`config.mk`:
```
export PLATFORM = sky130hd
export DESIGN_NAME = dac_spi_writer_flat
export DESIGN_NICKNAME = d
export VERILOG_FILES = /design/src/rtl/dac_spi_writer_if.sv /design/src/rtl/dac_spi_writer.sv /design/src/flat_wrapper.sv
export SDC_FILE = /design/constraint.sdc
export NUM_CORES = 1
export LEC_CHECK = 0
export ABC_AREA = 1
export CAP_MARGIN = 20
export CORE_UTILIZATION = 40
export DETAILED_ROUTE_END_ITERATION = 7
export SLEW_MARGIN = 20
export SYNTH_ARGS = -nofsm -noshare
export SYNTH_HDL_FRONTEND = slang
export SYNTH_SLANG_ARGS = --single-unit
export TNS_END_PERCENT = 50
```
`constraint.sdc`:
```
create_clock -name clk_in -period 2.93 [get_ports clk_in]
set_input_delay 0.586 -clock clk_in [delete_from_list [all_inputs] [get_ports clk_in]]
set_output_delay 0.586 -clock clk_in [all_outputs]
set_load 0.01 [all_outputs]
```
`src/rtl/dac_spi_writer_if.sv`:
```
// Sample handshake between the servo output stage and the DAC SPI writer.
interface dac_spi_writer_if;
  logic [15:0] data_in;
  logic        valid_in;
  logic        ready_out;
  logic        frame_done_out;

  modport master (output data_in, output valid_in, input ready_out, input frame_done_out);
  modport slave  (input data_in, input valid_in, output ready_out, output frame_done_out);
endinterface

```
`src/rtl/dac_spi_writer.sv`:
```
// Serialises one signed sample per frame as {CMD, data} over SPI (CPOL=0, CPHA=0),
// then strobes LDAC_n. Optional macro OFFSET_BINARY_EN converts samples to offset binary.
module dac_spi_writer #(
  parameter logic [7:0] CMD     = 8'h01,
  parameter int         CLK_DIV = 2,
  parameter int         CS_GAP  = 4
) (
  input  logic             clk_in,
  input  logic             rst_n_in,
  dac_spi_writer_if.slave  s_if,
  output logic             sclk_out,
  output logic             cs_n_out,
  output logic             sdi_out,
  output logic             ldac_n_out
);

  typedef enum logic [1:0] {IDLE, SHIFT, HOLD, GAP} state_t;

  localparam int             CW    = 16;
  localparam logic [CW-1:0]  DIV_L = CW'(CLK_DIV - 1);
  localparam logic [CW-1:0]  GAP_L = CW'(CS_GAP - 1);

  state_t        state;
  logic [CW-1:0] cnt;
  logic [4:0]    bcnt;
  logic [23:0]   sreg;
  logic [15:0]   dat_conv;
  logic [23:0]   frame;
  logic          ready_q;
  logic          done_q;

  // Sample format conversion, applied at latch time only
  always_comb begin
`ifdef OFFSET_BINARY_EN
    dat_conv = {~s_if.data_in[15], s_if.data_in[14:0]};
`else
    dat_conv = s_if.data_in;
`endif
    frame = {CMD, dat_conv};
  end

  assign s_if.ready_out      = ready_q;
  assign s_if.frame_done_out = done_q;

  // Frame FSM; every SPI pin is a register so state changes cannot glitch them
  always_ff @(posedge clk_in) begin
    if (!rst_n_in) begin
      state      <= IDLE;
      cnt        <= '0;
      bcnt       <= '0;
      sreg       <= '0;
      sclk_out   <= 1'b0;
      cs_n_out   <= 1'b1;
      sdi_out    <= 1'b0;
      ldac_n_out <= 1'b1;
      ready_q    <= 1'b1;
      done_q     <= 1'b0;
    end else begin
      done_q <= 1'b0;
      case (state)
        IDLE: begin
          if (s_if.valid_in && ready_q) begin
            sreg     <= frame;
            sdi_out  <= frame[23];
            cs_n_out <= 1'b0;
            ready_q  <= 1'b0;
            cnt      <= '0;
            bcnt     <= 5'd23;
            state    <= SHIFT;
          end
        end
        SHIFT: begin
          if (cnt == DIV_L) begin
            cnt <= '0;
            if (!sclk_out) begin
              sclk_out <= 1'b1;
            end else begin
              sclk_out <= 1'b0;
              if (bcnt == 5'd0) begin
                state <= HOLD;
              end else begin
                bcnt    <= bcnt - 5'd1;
                sreg    <= {sreg[22:0], 1'b0};
                sdi_out <= sreg[22];
              end
            end
          end else begin
            cnt <= cnt + 1'b1;
          end
        end
        HOLD: begin
          if (cnt == DIV_L) begin
            cnt        <= '0;
            cs_n_out   <= 1'b1;
            sdi_out    <= 1'b0;
            ldac_n_out <= 1'b0;
            state      <= GAP;
          end else begin
            cnt <= cnt + 1'b1;
          end
        end
        GAP: begin
          // LDAC low for the first CLK_DIV cycles; CS_GAP >= CLK_DIV so it ends in GAP
          if (cnt == DIV_L) ldac_n_out <= 1'b1;
          if (cnt == GAP_L) begin
            cnt     <= '0;
            ready_q <= 1'b1;
            done_q  <= 1'b1;
            state   <= IDLE;
          end else begin
            cnt <= cnt + 1'b1;
          end
        end
        default: state <= IDLE;
      endcase
    end
  end

endmodule
```
`src/flat_wrapper.sv`:
```
// flat-port wrapper written by rule: the top's interface ports become plain ports
module dac_spi_writer_flat 
#(
  parameter logic [7:0] CMD     = 8'h01,
  parameter int         CLK_DIV = 2,
  parameter int         CS_GAP  = 4
)
  (clk_in, rst_n_in, sclk_out, cs_n_out, sdi_out, ldac_n_out, s_if_data_in, s_if_valid_in, s_if_ready_out, s_if_frame_done_out);
  dac_spi_writer_if s_if_i ();
  input  logic clk_in;
  input  logic rst_n_in;
  output logic sclk_out;
  output logic cs_n_out;
  output logic sdi_out;
  output logic ldac_n_out;
  input wire logic [$bits(s_if_i.data_in)-1:0] s_if_data_in;
  input wire logic [$bits(s_if_i.valid_in)-1:0] s_if_valid_in;
  output wire logic [$bits(s_if_i.ready_out)-1:0] s_if_ready_out;
  output wire logic [$bits(s_if_i.frame_done_out)-1:0] s_if_frame_done_out;
  assign s_if_i.data_in = s_if_data_in;
  assign s_if_i.valid_in = s_if_valid_in;
  assign s_if_ready_out = s_if_i.ready_out;
  assign s_if_frame_done_out = s_if_i.frame_done_out;
  dac_spi_writer #(.CMD(CMD), .CLK_DIV(CLK_DIV), .CS_GAP(CS_GAP)) u_core (.clk_in(clk_in), .rst_n_in(rst_n_in), .s_if(s_if_i), .sclk_out(sclk_out), .cs_n_out(cs_n_out), .sdi_out(sdi_out), .ldac_n_out(ldac_n_out));
endmodule
```
Word level (Yosys, flattened, before mapping):

Index checks and enable logic that the tools add are counted.

* logic and storage cells: 76
* input port bits: 19
* output and inout bits: 6
* register bits after elaboration: 52

* muxes and demuxes: 34
* add/sub/neg operators: 2
* equal/unequal tests: 13
* reduce and logical (&&, ||, !) cells: 17

Operator list (count)
* $mux W23: 4
* $mux W16: 3
* $pmux W16 S3: 1
* $pmux W23 S2: 1
* $mux W5: 4
* $add A16 B1 Y16 const B: 1
* $eq A16 B1 Y1 const B: 1
* $eq A16 B2 Y1 const B: 1
* $ne A2 B1 Y1 const B: 7
* $mux W2: 6
* $reduce_and A6 Y1: 2
* $pmux W5 S2: 1
* $mux W1: 9
* $reduce_and A3 Y1: 3
* $pmux W2 S4: 1
* $reduce_bool A2 Y1: 4
* $pmux W1 S2: 3
* $logic_not A5 Y1: 1
* $reduce_and A5 Y1: 1
* $sub A5 B1 Y5 const B: 1
* $eq A2 B2 Y1 const B: 2
* $reduce_and A2 Y1: 2
* $pmux W1 S3: 1
* $reduce_bool A3 Y1: 1
* other kinds (5): 5

Depth between registers and ports, before layout:

Gate-level depths: netlist of run 1.

* depth in word-level cells: 5
* depth in mapped cells: 11

Worst setup path before layout of run 1:

OpenSTA, ideal clock, no wires.

* path kind: register to register
* from: reg u_core.state[1]
* to: reg u_core.sreg[10]
* buffers on the path: 2
* stages on the path, launching flop included: 12
* data arrival time: 1.655 ns
* clock period less this slack: 1.725 ns
* setup slack: 1.205 ns
* required time: 2.861 ns
* cells stage by stage: dfxtp_1 > inv_1 > ha_1 > inv_2 > o21ai_1 > inv_2 > nand2_2 > a21oi_4 > buf_6 > buf_12 > nand3_2 > a21oi_2

* longest elaborated chain between the ends: 3

Ends and longest elaborated chain
* from (decl): RTL line dac_spi_writer.sv:23 `state_t state;`
* from (signal assigned): RTL line dac_spi_writer.sv:48 `state <= IDLE;`
* from (signal assigned): RTL line dac_spi_writer.sv:69 `state <= SHIFT;`
* from (signal assigned): RTL line dac_spi_writer.sv:80 `state <= HOLD;`
* $eq A2 B1 Y1 / $logic_not A2 Y1 (equally long branches): RTL line dac_spi_writer.sv:60 `case (state)`
* $ne A2 B1 Y1 (no line) (tied with other cells)
* $reduce_and A5 Y1 (no line)
* to (signal assigned): RTL line dac_spi_writer.sv:63 `sreg <= frame;`
* to (signal assigned): RTL line dac_spi_writer.sv:83 `sreg <= {sreg[22:0], 1'b0};`
* to (decl): RTL line dac_spi_writer.sv:26 `logic [23:0] sreg;`

Several ways; a longest one is shown, not always the timed one.
A chain may end at the register's enable or synchronous reset.

Worst setup path after layout of run 1:

* from: reg u_core.state[1]
* to: reg u_core.sreg[14]

Same word-level chain as after synthesis.

==> impl_results.md, run 1 <==
- Status: finished, final reports clean
- Final total negative setup slack: 0 ns
- Half-perimeter wire length of the detailed placement result: 3.845 mm
- Syn_area_per_cell: between 7 and 8 um2
- Clock buffer count from CTS: 5
- Sw Ratio: ~44%
- Number of H-tree branching levels: 2
- Sequential power share: approximately 38%
- Clock tree buffer depth: 2
- Initial antenna violation count: 0
- Transition time at the pin with the least slew margin: 0.6119 ns
- Peak ir drop on the vdd network: 0.2357 mV
- Cell taking the most area after synthesis: sky130_fd_sc_hd__dfxtp_1
- Number of iterations in the first detailed-routing pass: 4
- Cell with the most instances on the worst path: sky130_fd_sc_hd__inv_2
- Cell with the largest stage delay on the worst path: sky130_fd_sc_hd__dfxtp_1
- CP required: 3.16 ns
- Launch instance of the worst min-delay path: u_core.sreg[16]$_SDFFE_PN0P_
- Tightest hold margin: 0.4463 ns
- Unrepaired setup endpoints after global routing: no
- Yosys Warn Count: 0
- Clock network latency to the later pin of the worst-skew pair: 0.31 ns
- # nets final: 445
- Total power: 2.544 mW
- Number of design-rule violations left by the first detailed-router iteration: 100
- Fin area: roughly 3100 um2
- Core occupancy in the finished layout: 46.52%
- Final max-slew violation count: 0
- Crit-path leading delay family: buffers and inverters
- Ports: 25
- Largest stage delay on the critical path: between 0.4 and 0.5 ns
- Routability-driven placement congestion ratio: 0.7975
- Count of filler cells inserted in the layout: approximately 680
- Distinct cell type count of the synthesized netlist: 35
- Power density over the cells: 809.6 nW/um2
- Total track usage: 16.96%
- Relative slew margins: 59.15%
- Post-route non-filler standard cell count: 497
- Total Routed Length: 5.611 mm
- CP endpoint kind: flip-flop
- Post-route clock period utilization: 70.13%
- Power dissipated by switching net loads: 1.108 mW
- Sequential-to-total area share from yosys stat: between 30% and 40%
- TritonCTS clock tree: yes
- Class of the tightest hold or removal check: reg -> reg
- Post-placement cell count: 490
- Worst R2R Start: u_core.state[1]$_SDFFE_PN0P_
- Die Outline Area: roughly 7300 um2
- Area fraction of the dominant cell type after synthesis: between 30% and 40%
- Number of stages on the worst hold path: 2
- Pre-CTS worst setup slack: ~0.74 ns
- Top cells by area in the synthesized netlist: sky130_fd_sc_hd__dfxtp_1 37%, sky130_fd_sc_hd__nand2_1 18%, sky130_fd_sc_hd__nor2_1 6.1%
- Synthesized area: 2785 um2
- Number of setup violations in the final report: 0
- Share of cells above drive strength 1: between 10% and 20%
- Pin count of the biggest net entering global routing: 29
- Via count: 2405
- FF-to-FF setup slack: 0.88 ns
- Relative contribution of the clock network to total power: 15.9%
- Type of the worst setup path: reg -> reg
- Number of placement rows: 30
- Wire length of the first global-routing pass: 9.942 mm
- Avg WL per Cell: about 11 um
- Net Count, Synth: 423
- Vias in the first global route: around 2200
- Startpoint type of the worst setup path: flip-flop
- Reg2Reg Capture Point: u_core.sreg[14]$_SDFFE_PN0P_
- Top achievable clock speed: 0.4867 GHz
- Worst setup skew after layout: roughly 0.014 ns
- Post-cts hold buffer count: 0
- Clock root buffer: sky130_fd_sc_hd__clkbuf_8
- CP arrival: 2.29 ns
- Height of the die: between 80 and 90 um
- Minimum setup slack in the final design: 0.8753 ns
- Horizontal die dimension: 85.45 um
- Buffers inserted by post-CTS timing repair: 0
- Hold violation total from the final report: 0
- Period minus WS final: 2.055 ns
- Max_cap viols: 0
- Destination of the worst hold path: u_core.sreg[16]$_SDFFE_PN0P_
- Number of instances in the synthesized netlist: 395
- Via-per-instance ratio: ~4.8
- Count of nets left with antenna violations after detail routing: 0
- Number of buffer and inverter instances along the worst setup path: 4
- Clock edge transition at the registers on the reported setup and hold paths: about 0.090 ns
- Worst-case reg-to-reg path depth: 10
- Cells resized by post-CTS repair: 0
- Critical-path maximum fanout: 19
- Static leakage: 1.244 nW
- Post-DP Area: 3062 um2
- Area of the core: 6756 um2
- Series of cell instances along the critical path: inv_1, ha_1, inv_2, o21ai_1, inv_2, nand2_2, a21oi_4, buf_4, nand3_2, a21oi_2
- GRT overflow: 0
- Drc violations: 0
- Synthesized flop and latch total: 52
- Antenna diode count: 0
- Initial standard-cell utilization of the core: 41.22%
- Port Buffer Count: 24
- Area growth syn-to-layout: 12.85%
- Combinational cell fraction of total power: roughly 47%
- Internal Pwr Total: around 1.4 mW
- Number of sinks driven by the clock tree: 52
[how the worst max path moves through the flow]
stage,startpoint,end,depth (start not counted)
2_1_floorplan,u_core.state[1]$_SDFFE_PN0P_,u_core.sreg[10]$_SDFFE_PN0P_,11
3_3_place_gp,s_if_valid_in,u_core.cnt[15]$_SDFFE_PN0P_,9
3_5_place_dp,s_if_valid_in,u_core.sreg[14]$_SDFFE_PN0P_,10
4_1_cts,u_core.state[1]$_SDFFE_PN0P_,u_core.sreg[14]$_SDFFE_PN0P_,10
5_1_grt,u_core.state[1]$_SDFFE_PN0P_,u_core.sreg[1]$_SDFFE_PN0P_,10
6_report,u_core.state[1]$_SDFFE_PN0P_,u_core.sreg[14]$_SDFFE_PN0P_,10
[registers in the layout (all words and copies together) (netlist names)]
signal	count
u_core.sreg	23
u_core.cnt	16
u_core.bcnt	5
u_core.state	2
u_core.cs_n_out	1
u_core.ldac_n_out	1
u_core.s_if.frame_done_out	1
u_core.s_if.ready_out	1
u_core.sclk_out	1
u_core.sdi_out	1
[cells in the mapped netlist (all sizes together)]
cell type,number
nand2,140
dfxtp,52
nor2,50
a21oi,34
inv,31
nand3,28
o21ai,10
ha,9
buf,8
clkbuf,6
nand4,6
o211ai,4
nand3b,3
nor3,3
xnor2,3
xor2,3
o21a,1
o21bai,1
o221ai,1
o22ai,1
or2,1
[power by group through the flow]
stage | Combinational [mW] | Clock, mW | Sequential, mW
floorplan | 1.02 | 0 | 0.956
global placement | 1.19 | 0 | 0.965
detailed placement | 1.20 | 0 | 0.971
CTS | 1.20 | 0.418 | 0.956
global route | 1.35 | 0.446 | 0.976
finish | 1.19 | 0.404 | 0.955
[cells by family after synthesis]
logic type | after synthesis | synth area share (%)
AOI/OAI and AO/OA | 52 | 11.82
xor gates and xnor gates | 6 | 1.887
adders and majority gates | 9 | 4.043
buffers and inverters | 45 | 7.816
DFF | 52 | 37.38
and+or+nand+nor | 231 | 37.06
[placed cells by master, fill, tap and decap left out, drive strengths merged, types with 3 or more instances in the layout]
cell / count
nand3b: 3
buf: 5
clkbuf: 5
inv: 31
a21oi: 34
nand2: 140
ha: 9
o21ai: 10
nand4: 6
dfxtp: 52
clkdlybuf4s50: 24
xor2: 3
nor3: 3
nand3: 28
o211ai: 4
xnor2: 3
nor2: 50
[layer usage]
layer / up-vias / routed length [um] / GRT usage [%]
li1: 1301 / - / -
met5: - / 0 / 0
met1: 1070 / 2840 / 21.90
met2: 28 / 2520 / 28.07
met3: 6 / 178 / 3.599
met4: 0 / 71 / 5.758
[cell type report]
cell class              count  area (um2)  area share [%]
clock buffers               5       68.82           2.189
clock inverters             2       12.51          0.3981
inverters                  31       116.4           3.702
multi-input cells         298        1526           48.57
flip-flops and latches     52        1041           33.12
well taps                  80       100.1           3.185
repair buffers             29       277.8           8.838
[worst reg2reg max path, delay by kind of cell (launching register included)]
family	cells	cell delay, ns
compound gates	3	0.42
fa+ha+maj	1	0.22
buf+inv	4	0.73
flops	1	0.42
simple gates	2	0.18
Power figures use the tool's default switching activity.
==> run 2: changes to the inputs <==
==> constraint.sdc (replaced) <==
create_clock -name clk_in -period 2.1 [get_ports clk_in]
set_input_delay 0.42 -clock clk_in [delete_from_list [all_inputs] [get_ports clk_in]]
set_output_delay 0.42 -clock clk_in [all_outputs]
set_load 0.01 [all_outputs]
==> run 2 against run 1 <==
Clock-buffer cell count did not move. Maximum frequency grew 8.8%. Register-to-register slack got worse by 0.66 ns. Non-clock buffer count grew 4. Final cell count increased by 1.0%. Clock skew fell by 0.0047 ns. Cell area grew 2.1%. Via count decreased by 0.96%. Combinational power is 45% higher. Sequential share of layout area is 0.68 points lower. Sequential power grew 39%. Routed wire length shrank 1.3%. Highest routed layer unchanged.
==> impl_results.md, run 2 (synthesis results as in run 1) <==
- Period minus WS final: 1.889 ns
- Post-cts hold buffer count: 0
- Via count: 2382
- Cells resized by post-CTS repair: 0
- Static leakage: 1.272 nW
- Commonest cells after routing, fill and taps aside: 134 x sky130_fd_sc_hd__nand2_1, 52 x sky130_fd_sc_hd__dfxtp_1, 45 x sky130_fd_sc_hd__nor2_1, 28 x sky130_fd_sc_hd__inv_1, 24 x sky130_fd_sc_hd__clkdlybuf4s50_1
- Clock root buffer: sky130_fd_sc_hd__clkbuf_8
- Number of flip-flops under the largest register name: 23
- Buffers inserted by post-CTS timing repair: 0
- Final total negative setup slack: 0 ns
- GRT overflow: 0
- Largest stage delay on the critical path: 0.42 ns
- Number of stages on the worst hold path: 2
- Number of design-rule violations left by the first detailed-router iteration: 94
- Status: finished, final reports clean
- Clock buffer count from CTS: 5
- Antenna diode count: 0
- Via-per-instance ratio: 4.745
- Height of the die: approximately 85 um
- Die Outline Area: 7301 um2
- Number of H-tree branching levels: 2
- Top achievable clock speed: 0.5293 GHz
- Reg2Reg Capture Point: u_core.sreg[13]$_SDFFE_PN0P_
- CP arrival: 2.08 ns
- Ports: 25
- Port Buffer Count: 24
- CP endpoint kind: flip-flop
- Critical-path maximum fanout: 28
- Most common cell after layout, fill and taps aside: sky130_fd_sc_hd__nand2_1
- Routability-driven placement congestion ratio: 0.8088
- Vias in the first global route: 2145
- # nets final: 449
- Share of cells above drive strength 1: 12.56%
- Pin count of the biggest net entering global routing: 29
- Fin area: 3209 um2
- Cell with the largest stage delay on the worst path: sky130_fd_sc_hd__dfxtp_1
- Number of buffer and inverter instances along the worst setup path: 2
- Destination of the worst hold path: u_core.sreg[16]$_SDFFE_PN0P_
- Cell with the most instances on the worst path: sky130_fd_sc_hd__nand2_1
- Power density over the cells: 1132 nW/um2
- Tightest hold margin: 0.4486 ns
- Number of iterations in the first detailed-routing pass: 4
- Series of cell instances along the critical path: inv_1, ha_1, nand2_1, o21ai_1, inv_2, nand2_2, a21oi_4, nand2_4, nand2_1, a21oi_2
- Post-DP Area: 3117 um2
- Clock tree buffer depth: 2
- Horizontal die dimension: about 85 um
- Total power: 3.634 mW
- Type of the worst setup path: reg -> reg
- Number of placement rows: 30
- Unrepaired setup endpoints after global routing: no
- Initial standard-cell utilization of the core: 41.22%
- Hold violation total from the final report: 0
- Worst-case reg-to-reg path depth: 10
- Launch instance of the worst min-delay path: u_core.sreg[16]$_SDFFE_PN0P_
- Number of sinks driven by the clock tree: 52
- Post-route non-filler standard cell count: 502
- Number of setup violations in the final report: 0
- Clock network latency to the later pin of the worst-skew pair: 0.31 ns
- Transition time at the pin with the least slew margin: 0.4007 ns
- Top flop regs: u_core.sreg (23), u_core.cnt (16), u_core.bcnt (5)
- Total Routed Length: around 5.5 mm
- Total track usage: about 16%
- Final max-slew violation count: 0
- Largest register by flop count: u_core.sreg
- TritonCTS clock tree: yes
- Area of the core: 6756 um2
- Post-placement cell count: 494
- Initial antenna violation count: 0
- Wire length of the first global-routing pass: between 9 and 10 mm
- Area growth syn-to-layout: 15.23%
- Count of nets left with antenna violations after detail routing: 0
- Post-route clock period utilization: roughly 90%
- Worst R2R Start: u_core.state[0]$_SDFFE_PN0P_
- Clock edge transition at the registers on the reported setup and hold paths: 0.10 ns
- Worst setup skew after layout: 0.009759 ns
- Relative slew margins: 73.24%
- Class of the tightest hold or removal check: reg -> reg
- FF-to-FF setup slack: 0.21 ns
- Crit-path leading delay family: simple AND/OR/NAND/NOR gates
- Avg WL per Cell: ~11 um
- Peak ir drop on the vdd network: 0.4597 mV
- Drc violations: 0
- Half-perimeter wire length of the detailed placement result: 3.977 mm
- Max_cap viols: 0
- CP required: 2.29 ns
- Startpoint type of the worst setup path: flip-flop
-- run 2: power breakdown --
group          switching (mW)  internal (mW)  total, mW
Clock                   0.348          0.237      0.585
Combinational            1.08          0.637       1.72
Sequential              0.125           1.20       1.33
-- run 2: routing by layer --
metal	GRT usage (%)	wire, um	part of all wire, %
met4	3.636	32	0.58
met5	0	0	0
met1	22.63	3000	54
met3	3.794	142	2.6
met2	25.67	2364	43
-- run 2: final cells by class --
class	count	area, um2
flip-flops and latches	52	1041
inverters	31	116.4
well taps	80	100.1
repair buffers	33	332.8
clock inverters	3	23.77
clock buffers	5	68.82
multi-input cells	298	1526
fillers	698	3547
-- run 2: worst max path at each step --
stage                                       from                      endpoint  slack, ns  cells past startpoint
floorplan           u_core.state[1]$_SDFFE_PN0P_  u_core.sreg[10]$_SDFFE_PN0P_       0.38                     11
global placement                   s_if_valid_in  u_core.sreg[12]$_SDFFE_PN0P_       0.07                     10
global route        u_core.state[0]$_SDFFE_PN0P_  u_core.sreg[13]$_SDFFE_PN0P_       0.05                     10
finish              u_core.state[0]$_SDFFE_PN0P_  u_core.sreg[13]$_SDFFE_PN0P_       0.21                     10
CTS                 u_core.state[0]$_SDFFE_PN0P_  u_core.sreg[13]$_SDFFE_PN0P_       0.19                     10
detailed placement                 s_if_valid_in  u_core.sreg[12]$_SDFFE_PN0P_       0.05                     10
-- run 2: worst min-delay path: cells and delay by family, from the launching register on --
kind | cells | cell delay, ns
buf+inv | 1 | 0.05
compound gates | 1 | 0.05
flops | 1 | 0.32
-- run 2: metrics by stage --
step                      setup WS, ns  util [%]
after floorplan                 0.3751         -
after global placement         0.07024     46.13
after detailed placement       0.05230     46.13
after CTS                       0.1875     47.50
after global routing           0.04878     47.50
final                           0.2108     47.50
